<file path="src/rtl/pipe_stall_ctrl_if.sv">
// Handshake bundle between the pipeline stages/EX unit and pipe_stall_ctrl.
// The controller side uses the slave modport; dbg_state/dbg_cnt expose the multi-cycle FSM.
interface pipe_stall_ctrl_if #(
    parameter int STALL_W  = 6,
    parameter int MC_LEN_W = 4,
    parameter int PERF_W   = 32
);
    logic                if_stall_req;
    logic                id_stall_req;
    logic                ex_mc_start;
    logic [MC_LEN_W-1:0] ex_mc_len;
    logic                ex_branch_flush;
    logic                mem_req;
    logic                mem_ack;
    logic [STALL_W-1:0]  ctrl_stall;
    logic                ctrl_flush;
    logic                ctrl_mc_done;
    logic [PERF_W-1:0]   perf_stall_cnt;
    logic [PERF_W-1:0]   perf_flush_cnt;
    logic [1:0]          dbg_state;
    logic [MC_LEN_W-1:0] dbg_cnt;

    modport master (
        output if_stall_req, id_stall_req, ex_mc_start, ex_mc_len,
               ex_branch_flush, mem_req, mem_ack,
        input  ctrl_stall, ctrl_flush, ctrl_mc_done,
               perf_stall_cnt, perf_flush_cnt, dbg_state, dbg_cnt
    );

    modport slave (
        input  if_stall_req, id_stall_req, ex_mc_start, ex_mc_len,
               ex_branch_flush, mem_req, mem_ack,
        output ctrl_stall, ctrl_flush, ctrl_mc_done,
               perf_stall_cnt, perf_flush_cnt, dbg_state, dbg_cnt
    );
endinterface

</file>
<file path="src/rtl/pipe_stall_ctrl.sv">
// Central pipeline stall/flush sequencer: multi-cycle EX counter, MEM wait, deferred flush.
// Optional performance counters are built only when PIPE_PERF_CNT_EN is defined.
module pipe_stall_ctrl #(
    parameter int STALL_W  = 6,
    parameter int MC_LEN_W = 4,
    parameter int PERF_W   = 32
) (
    input logic              clk,
    input logic              rst,
    pipe_stall_ctrl_if.slave bus
);

    typedef enum logic [1:0] {
        IDLE = 2'd0,
        BUSY = 2'd1,
        DONE = 2'd2
    } mc_state_e;

    mc_state_e           state;
    logic [MC_LEN_W-1:0] cnt;
    logic                flush_pend;

    logic                mem_wait;
    logic                mc_start_ok;
    logic                mc_stall;
    logic                mc_done_c;
    logic                flush_c;
    logic [STALL_W-1:0]  stall_c;

    assign mem_wait    = bus.mem_req & ~bus.mem_ack;
    assign mc_start_ok = (state == IDLE) && bus.ex_mc_start;
    assign mc_stall    = (state == BUSY) || (mc_start_ok && (bus.ex_mc_len != '0));
    assign mc_done_c   = (state == DONE) || (mc_start_ok && (bus.ex_mc_len == '0));
    assign flush_c     = (bus.ex_branch_flush | flush_pend) & ~mem_wait & ~mc_stall;

    always_comb begin
        stall_c = '0;
        if (mem_wait)
            stall_c[4:0] = 5'b11111;
        else if (mc_stall)
            stall_c[3:0] = 4'b1111;
        else if (bus.id_stall_req)
            stall_c[2:0] = 3'b111;
        else if (bus.if_stall_req)
            stall_c[1:0] = 2'b11;
        // A squash wins over load-use and fetch holds in the front stages.
        if (flush_c)
            stall_c[2:0] = 3'b000;
    end

    assign bus.ctrl_stall   = rst ? stall_c : '0;
    assign bus.ctrl_flush   = rst & flush_c;
    assign bus.ctrl_mc_done = rst & mc_done_c;
    assign bus.dbg_state    = state;
    assign bus.dbg_cnt      = cnt;

    always_ff @(posedge clk or negedge rst) begin
        if (!rst) begin
            state      <= IDLE;
            cnt        <= '0;
            flush_pend <= 1'b0;
        end else begin
            // A branch that cannot flush now is blocked by mem_wait or mc_stall.
            if (flush_c)
                flush_pend <= 1'b0;
            else if (bus.ex_branch_flush)
                flush_pend <= 1'b1;

            // The whole FSM freezes while MEM waits on data memory.
            if (!mem_wait) begin
                case (state)
                    IDLE: begin
                        if (bus.ex_mc_start && (bus.ex_mc_len != '0)) begin
                            if (bus.ex_mc_len == MC_LEN_W'(1)) begin
                                state <= DONE;
                            end else begin
                                state <= BUSY;
                                cnt   <= bus.ex_mc_len - MC_LEN_W'(1);
                            end
                        end
                    end
                    BUSY: begin
                        if (cnt == MC_LEN_W'(1)) begin
                            state <= DONE;
                            cnt   <= '0;
                        end else begin
                            cnt <= cnt - MC_LEN_W'(1);
                        end
                    end
                    DONE:    state <= IDLE;
                    default: state <= IDLE;
                endcase
            end
        end
    end

`ifdef PIPE_PERF_CNT_EN
    logic [PERF_W-1:0] stall_cnt_q;
    logic [PERF_W-1:0] flush_cnt_q;

    always_ff @(posedge clk or negedge rst) begin
        if (!rst) begin
            stall_cnt_q <= '0;
            flush_cnt_q <= '0;
        end else begin
            if (stall_c != '0)
                stall_cnt_q <= stall_cnt_q + PERF_W'(1);
            if (flush_c)
                flush_cnt_q <= flush_cnt_q + PERF_W'(1);
        end
    end

    assign bus.perf_stall_cnt = stall_cnt_q;
    assign bus.perf_flush_cnt = flush_cnt_q;
`else
    assign bus.perf_stall_cnt = {PERF_W{1'b0}};
    assign bus.perf_flush_cnt = {PERF_W{1'b0}};
`endif

endmodule

</file>
<file path="src/flat_wrapper.sv">
// flat-port wrapper written by rule: the top's interface ports become plain ports
module pipe_stall_ctrl_flat 
#(
    parameter int STALL_W  = 6,
    parameter int MC_LEN_W = 4,
    parameter int PERF_W   = 32
)
  (clk, rst, bus_if_stall_req, bus_id_stall_req, bus_ex_mc_start, bus_ex_mc_len, bus_ex_branch_flush, bus_mem_req, bus_mem_ack, bus_ctrl_stall, bus_ctrl_flush, bus_ctrl_mc_done, bus_perf_stall_cnt, bus_perf_flush_cnt, bus_dbg_state, bus_dbg_cnt);
  pipe_stall_ctrl_if #(.STALL_W(STALL_W), .MC_LEN_W(MC_LEN_W), .PERF_W(PERF_W)) bus_i ();
  input logic clk;
  input logic rst;
  input wire logic [$bits(bus_i.if_stall_req)-1:0] bus_if_stall_req;
  input wire logic [$bits(bus_i.id_stall_req)-1:0] bus_id_stall_req;
  input wire logic [$bits(bus_i.ex_mc_start)-1:0] bus_ex_mc_start;
  input wire logic [$bits(bus_i.ex_mc_len)-1:0] bus_ex_mc_len;
  input wire logic [$bits(bus_i.ex_branch_flush)-1:0] bus_ex_branch_flush;
  input wire logic [$bits(bus_i.mem_req)-1:0] bus_mem_req;
  input wire logic [$bits(bus_i.mem_ack)-1:0] bus_mem_ack;
  output wire logic [$bits(bus_i.ctrl_stall)-1:0] bus_ctrl_stall;
  output wire logic [$bits(bus_i.ctrl_flush)-1:0] bus_ctrl_flush;
  output wire logic [$bits(bus_i.ctrl_mc_done)-1:0] bus_ctrl_mc_done;
  output wire logic [$bits(bus_i.perf_stall_cnt)-1:0] bus_perf_stall_cnt;
  output wire logic [$bits(bus_i.perf_flush_cnt)-1:0] bus_perf_flush_cnt;
  output wire logic [$bits(bus_i.dbg_state)-1:0] bus_dbg_state;
  output wire logic [$bits(bus_i.dbg_cnt)-1:0] bus_dbg_cnt;
  assign bus_i.if_stall_req = bus_if_stall_req;
  assign bus_i.id_stall_req = bus_id_stall_req;
  assign bus_i.ex_mc_start = bus_ex_mc_start;
  assign bus_i.ex_mc_len = bus_ex_mc_len;
  assign bus_i.ex_branch_flush = bus_ex_branch_flush;
  assign bus_i.mem_req = bus_mem_req;
  assign bus_i.mem_ack = bus_mem_ack;
  assign bus_ctrl_stall = bus_i.ctrl_stall;
  assign bus_ctrl_flush = bus_i.ctrl_flush;
  assign bus_ctrl_mc_done = bus_i.ctrl_mc_done;
  assign bus_perf_stall_cnt = bus_i.perf_stall_cnt;
  assign bus_perf_flush_cnt = bus_i.perf_flush_cnt;
  assign bus_dbg_state = bus_i.dbg_state;
  assign bus_dbg_cnt = bus_i.dbg_cnt;
  pipe_stall_ctrl #(.STALL_W(STALL_W), .MC_LEN_W(MC_LEN_W), .PERF_W(PERF_W)) u_core (.clk(clk), .rst(rst), .bus(bus_i));
endmodule
</file>
<file path="config.mk">
export PLATFORM = sky130hd
export DESIGN_NAME = pipe_stall_ctrl_flat
export DESIGN_NICKNAME = d
export VERILOG_FILES = /design/src/rtl/pipe_stall_ctrl_if.sv /design/src/rtl/pipe_stall_ctrl.sv /design/src/flat_wrapper.sv
export SDC_FILE = /design/constraint.sdc
export NUM_CORES = 1
export LEC_CHECK = 0
export ABC_AREA = 1
export CAP_MARGIN = 30
export CORE_MARGIN = 10
export CORE_UTILIZATION = 32
export DETAILED_ROUTE_END_ITERATION = 6
export GPL_TIMING_DRIVEN = 0
export PLACE_DENSITY_LB_ADDON = 0.3
export SKIP_CTS_REPAIR_TIMING = 1
export SLEW_MARGIN = 15
export SYNTH_ARGS = -nofsm -noshare
export SYNTH_HDL_FRONTEND = slang
export SYNTH_SLANG_ARGS = --single-unit
</file>
<file path="constraint.sdc">
create_clock -name clk -period 2.8 [get_ports clk]
set_clock_uncertainty 0.05 [all_clocks]
set_input_delay 0.56 -clock clk [delete_from_list [all_inputs] [get_ports clk]]
set_output_delay 0.56 -clock clk [all_outputs]
set_load 0.05 [all_outputs]
</file>
**Word-level counts from Yosys, hierarchy flattened**

Index checks and enable logic that the tools add are counted.

- Bits in registers: 7
- Input port bits: 12
- Output and inout port bits: 78

- $add $sub $neg: 2
- Eq/ne operators: 7
- Muxes and demuxes: 19
- Bitwise logic cells: 9
- Reduce and logical (&&, ||, !) cells: 13

Operator list:

| kind | count |
|---|---|
| 4-bit two-way mux | 4 |
| 2-bit two-way mux | 5 |
| 4-bit by 1-bit == test with 1-bit output, second input constant | 2 |
| 4-bit case mux with 2 select lines | 1 |
| 4-bit by 1-bit subtractor with 4-bit output, second input constant | 2 |
| 3-bit two-way mux | 2 |
| 2-bit inequality test, second input constant | 3 |
| 1-bit AND | 5 |
| 1-bit two-way mux | 5 |
| 5-bit two-way mux | 1 |
| 1-bit logical AND | 4 |
| 4-bit zero test | 1 |
| 2-bit case mux with 2 select lines | 1 |
| 4-bit AND reduction | 1 |
| 2-bit nonzero test | 2 |
| 4-bit nonzero test | 1 |
| 1-bit NOT | 3 |
| 3-bit AND reduction | 1 |
| 2-bit by 1-bit == test with 1-bit output, second input constant | 1 |
| 2-bit == test, second input constant | 1 |
| 2-bit zero test | 1 |
| 1-bit logical OR | 2 |
| 1-bit bitwise OR | 1 |

**Longest topological paths before layout**

- Word-level depth: 8
- Depth in mapped cells: 9
- Depth with buffers taken out: 9

**Worst setup path after synthesis**

Ideal clock, no wire load.

- Kind: flip-flop to output port
- From: reg u_core.state[0], in the netlist u_core.bus.dbg_state[0]
- To: out bus_ctrl_stall[1]
- Arrival time: 2195 ps
- Data required time: 2190 ps
- Setup slack: -5 ps
- Cell stages (with the launch flop): 8
- Path buffers: 1
- Cells stage by stage: dfrtp_1 -> nand2_2 -> nand2_1 -> inv_1 -> nand3_2 -> nand2_1 -> nor2_1 -> buf_4

- Longest elaborated chain between the ends: 8

RTL lines:

| what | line | source |
|---|---|---|
| from (decl) | pipe_stall_ctrl.sv:19 | `mc_state_e state;` |
| from (signal assigned) | pipe_stall_ctrl.sv:59 | `state <= IDLE;` |
| from (signal assigned) | pipe_stall_ctrl.sv:75 | `state <= DONE;` |
| from (signal assigned) | pipe_stall_ctrl.sv:77 | `state <= BUSY;` |
| 2-bit zero test | pipe_stall_ctrl.sv:31 | `assign mc_start_ok = (state == IDLE) && bus.ex_mc_start;` |
| 1-bit logical AND | pipe_stall_ctrl.sv:31 |  |
| 1-bit logical AND | pipe_stall_ctrl.sv:32 | `assign mc_stall = (state == BUSY) \|\| (mc_start_ok && (bus.ex_mc_len != '0));` |
| 1-bit logical OR * | pipe_stall_ctrl.sv:32 |  |
| 3-bit two-way mux / 1-bit NOT (equally long branches) | pipe_stall_ctrl.sv:40, pipe_stall_ctrl.sv:34 |  |
| 4-bit two-way mux / 1-bit AND (equally long branches) | pipe_stall_ctrl.sv:38, pipe_stall_ctrl.sv:34 |  |
| 3-bit two-way mux * | pipe_stall_ctrl.sv:47 | `if (flush_c)` |
| 5-bit two-way mux * | pipe_stall_ctrl.sv:51 | `assign bus.ctrl_stall = rst ? stall_c : '0;` |
| to (decl) | flat_wrapper.sv:19 | `output wire logic [$bits(bus_i.ctrl_stall)-1:0] bus_ctrl_stall;` |

Mark *: on every way between the ends. The rest lies on a longest branch, timed or not.

**Worst setup path in the final report**

- From: in bus_ex_mc_len[0]
- To: out bus_ctrl_stall[0]

- Longest elaborated chain between the ends: 7

RTL lines:

| what | line | source |
|---|---|---|
| from (decl) | flat_wrapper.sv:15 | `input wire logic [$bits(bus_i.ex_mc_len)-1:0] bus_ex_mc_len;` |
| 4-bit nonzero test * | pipe_stall_ctrl.sv:32 |  |
| 1-bit logical AND * | pipe_stall_ctrl.sv:32 |  |
| 1-bit logical OR * | pipe_stall_ctrl.sv:32 |  |
| 3-bit two-way mux / 1-bit NOT (equally long branches) | pipe_stall_ctrl.sv:40, pipe_stall_ctrl.sv:34 |  |
| 4-bit two-way mux / 1-bit AND (equally long branches) | pipe_stall_ctrl.sv:38, pipe_stall_ctrl.sv:34 |  |
| 3-bit two-way mux * | pipe_stall_ctrl.sv:47 |  |
| 5-bit two-way mux * | pipe_stall_ctrl.sv:51 |  |

Marked as above.

==> run summary <==
The flow ran to the end, and the final reports show no timing, DRC or antenna violations. The share of the clock period used by the worst path after layout is 97.2%. The maximum clock frequency is 0.367 GHz. The dominant combinational cell family by area after synthesis was buffers and inverters. The biggest area consumer among synthesized cells was sky130_fd_sc_hd__buf_4.

The path class of the tightest hold or removal check is reg -> reg. After detailed routing, the number of remaining DRC violations is 0. The maximum buffer depth of the clock tree is 2.

The synthesized-area fraction occupied by ao, oa, aoi and oai cells is 4.60%, and the portion of netlist area occupied by mux cells is 0.898%. The run gives 0 as the hold violation count in the final report. At the end of the flow, the number of nets in the layout was 272. The tools report the number of I/O pins as 90.

The cell depth of the worst min-delay path is 2, and the initial antenna violation count is 0. Synthesis handed over a netlist of 163 instances. The count of buffer and inverter cells on the critical path was 3; the cell area after layout was 1680 sq um.

TritonCTS built the clock tree. For this run, the register share of the synthesized area comes to 15.7%. The sum of negative setup slack was 0 ns; the reported leakage power was 1.07 nW. For the worst slew margin relative to its limit, the log shows 65.5%. After global routing the overflow that remains totals 0.

After Yosys synthesis, and, or, nand and nor cells account for 23.7% of the synthesized area. The average instance in the mapped netlist occupies 6.84 sq um. Critical register-to-register path endpoint: u_core.bus.dbg_cnt[2]. Once detail routing completed, the nets flagged for antenna violations numbered 0. The first global-routing pass estimated 4330 um of wire. The slowest stage of the critical path is the sky130_fd_sc_hd__clkdlybuf4s50_1 cell. After clock tree synthesis, the clock-pin slew on the worst setup and hold paths is 0.05 ns. The H-tree depth is 1. The tools report the effective utilization at floorplan as 33.1%. Setup repair after global routing could not meet its margin everywhere.

In this run the register-to-register setup slack is 1.54 ns. The signal on the critical path passes through clkdlybuf4s50_1 -> inv_1 -> ha_2 -> nand2_2 -> nand3_1 -> nand3_2 -> nand2_1 -> nor2_2 -> buf_2. The switching part of the total power came out at 60.1%.

Dividing the detail-routed wire length by the instance count gives 9.26 um. Along the worst path, the maximum fanout reaches 4. The logs give 2790 um for the aggregate routed wire length and 0.000519 W for the internal power component. For this run, the slowest stage of the critical path takes 0.51 ns. Leaving out fill and tap cells, the most frequent cells in the layout are sky130_fd_sc_hd__buf_4 (66), sky130_fd_sc_hd__conb_1 (65), sky130_fd_sc_hd__nand2_1 (31).

For the non-filler instance count after layout, the log shows 301. The number of different library cells used by synthesis comes to 20. Hold path startpoint: u_core.flush_pend. The arrival time of the worst setup path is 2.11 ns, and the TritonCTS sink count is 7. After synthesis the netlist holds a flip-flop and latch count of 7. The run gives 895 as the via count of the first global-routing pass. The post-route netlist has 33.7% of its cells at a drive strength greater than 1. In this run the cell area of the synthesized design comes to 1110 sq um.

In the routed layout, each cell is associated on average with a via count of 3.28. STA classifies the critical path startpoint as a primary input. Cells fill 49.9% of the core in the end.

The worst-case hold path end point is u_core.flush_pend. The number of buffers created by CTS was 3. The top cell type by area accounts for 44.4% of the synthesized area. Setup violations remaining at the end of the flow were counted as 0. For the worst flop-to-flop path, the logic depth is 6.

Power spread over the standard cell area amounts to 777 nW/um^2. Clock latency on the worst-skew pair, taken at its later pin, is 0.25 ns. For this run, the number of Yosys warnings is 0. The clock network is responsible for 6.9% of the overall power. Entering global routing, the biggest net connects 10 pins. The critical path is of the in -> out type. Clock tree synthesis selected as its root buffer the cell sky130_fd_sc_hd__clkbuf_4.

The leading cell type in the layout, fill and taps excluded is sky130_fd_sc_hd__buf_4. The worst setup path is captured at an output port. In this run the vertical extent of the chip is 79.0 um. The run gives 3360 sq um as the core footprint. The floorplan has 21 rows. The XOR/XNOR share of the synthesized area was 0.786%.

In this run, placement finished with an instance count of 297. After synthesis, the cell types taking the most area are sky130_fd_sc_hd__buf_4 (44%), sky130_fd_sc_hd__dfrtp_1 (16%), sky130_fd_sc_hd__nand2_1 (10%), sky130_fd_sc_hd__inv_1 (4.7%), sky130_fd_sc_hd__ha_1 (4.5%). The maximum resistive drop on vdd came out at 450 uV. The run gives 0.000783 W as the net load switching power.

The detailed router placed 986 vias in this run. The tools report the cell area after placement as 1660 sq um. The routability congestion estimate was 0.728. The max-cap violation count was 0; the transition time at the pin with the least slew margin was 0.517 ns.

Buffers placed on the I/O ports in this run total 24. The number of iterations in the first detailed-routing pass is 4, and the width of the die is 79.0 um. Sequential cells account for 16.5% of the total power. The logs give 6240 sq um for the total die area and 0 for the number of antenna diodes. Broken down by cell family, the worst path's largest delay share belongs to buffers and inverters.

The half-perimeter wire length after placement was 2510 um. The worst path in the final design needs a cycle of 2.72 ns, including I/O delays and setup. The tools report the total chip power as 0.00130 W.

The tools report the required arrival time at the worst endpoint as 2.19 ns. The portion of total power attributed to combinational logic was 76.6%; the post-synthesis adder-cell area fraction was 4.49%. For this run, the total global-route usage over all layers was measured as 8.48%. The tools report the critical register-to-register path startpoint as u_core.bus.dbg_cnt[0]. The initial DRC count is 13, and the layout overhead on the synthesized area is 50.4%. The number of max-slew violations in the final report was 0.
-- cell families after synthesis --
kind of cell | Yosys count
AOI/OAI and AO/OA | 9
and+or+nand+nor | 59
muxes | 1
other | 1
adders and majority gates | 4
buffers and inverters | 81
xor gates and xnor gates | 1
DFF | 7
-- metal layers --
layer  routed length [um]  GRT usage, %
met5                    0             0
met2                 1300          13.8
met4                   10          1.08
met1                 1090          8.72
met3                  388          6.53
-- cell type report --
type	count	area [sq um]
well taps	46	57.6
repair buffers	24	233
multi-input cells	139	633
flip-flops and latches	7	175
clock buffers	4	26.3
plain buffers	66	495
inverters	15	56.3
fillers	375	1690
-- registers in the layout, indices dropped and copies added (netlist names) --
register / count
u_core.bus.dbg_cnt: 4
u_core.flush_pend: 1
u_core.bus.dbg_state: 2
-- power groups by stage --
stage / clock [W] / sequential, W / combinational (W)
floorplan: 0 / 0.000344 / 0.000652
CTS: 0.0000970 / 0.000217 / 0.00101
global route: 0.000102 / 0.000228 / 0.00109
detailed placement: 0 / 0.000215 / 0.00100
global placement: 0 / 0.000218 / 0.00100
finish: 0.0000893 / 0.000216 / 0.000998
-- worst register-to-register path: stages (launching register included) --
cell and delay (ns):
sky130_fd_sc_hd__dfrtp_1 0.42, sky130_fd_sc_hd__inv_1 0.11, sky130_fd_sc_hd__ha_1 0.22, sky130_fd_sc_hd__xnor2_1 0.14
sky130_fd_sc_hd__o21ai_0 0.09, sky130_fd_sc_hd__nand2_1 0.08, sky130_fd_sc_hd__nand2_1 0.04
-- stage by stage --
step	hold WS (ns)	worst slack, ns
final	0.464	0.0773
after global routing	0.532	-0.0348
after CTS	0.468	-0.616
after detailed placement	0.461	-0.613
after global placement	0.456	-0.605
after floorplan	0.214	0.0979
-- cell usage after synthesis --
cell type and instances:
sky130_fd_sc_hd__a211oi_1 1, sky130_fd_sc_hd__a21oi_1 3, sky130_fd_sc_hd__a31oi_1 1, sky130_fd_sc_hd__buf_4 66, sky130_fd_sc_hd__conb_1 1, sky130_fd_sc_hd__dfrtp_1 7, sky130_fd_sc_hd__ha_1 4, sky130_fd_sc_hd__inv_1 14
sky130_fd_sc_hd__inv_2 1, sky130_fd_sc_hd__mux2i_1 1, sky130_fd_sc_hd__nand2_1 31, sky130_fd_sc_hd__nand2_2 4, sky130_fd_sc_hd__nand3_1 4, sky130_fd_sc_hd__nand3_2 1, sky130_fd_sc_hd__nand3b_1 3, sky130_fd_sc_hd__nor2_1 12
sky130_fd_sc_hd__nor2_2 4, sky130_fd_sc_hd__o21ai_0 2, sky130_fd_sc_hd__o22ai_1 2, sky130_fd_sc_hd__xnor2_1 1
-- worst max path at each step --
stage                     start           endpoint  slack [ns]  cells after the start
6_report       bus_ex_mc_len[0]  bus_ctrl_stall[0]        0.08                      9
5_1_grt        bus_ex_mc_len[0]  bus_ctrl_stall[0]       -0.03                      9
4_1_cts        bus_ex_mc_len[0]  bus_ctrl_stall[1]       -0.62                     10
3_5_place_dp   bus_ex_mc_len[0]  bus_ctrl_stall[1]       -0.61                     10
3_3_place_gp   bus_ex_mc_len[0]  bus_ctrl_stall[1]       -0.61                     10
2_1_floorplan  bus_ex_mc_len[0]   bus_ctrl_mc_done         0.1                      4
Note: power is estimated with default switching activity, not from simulation.
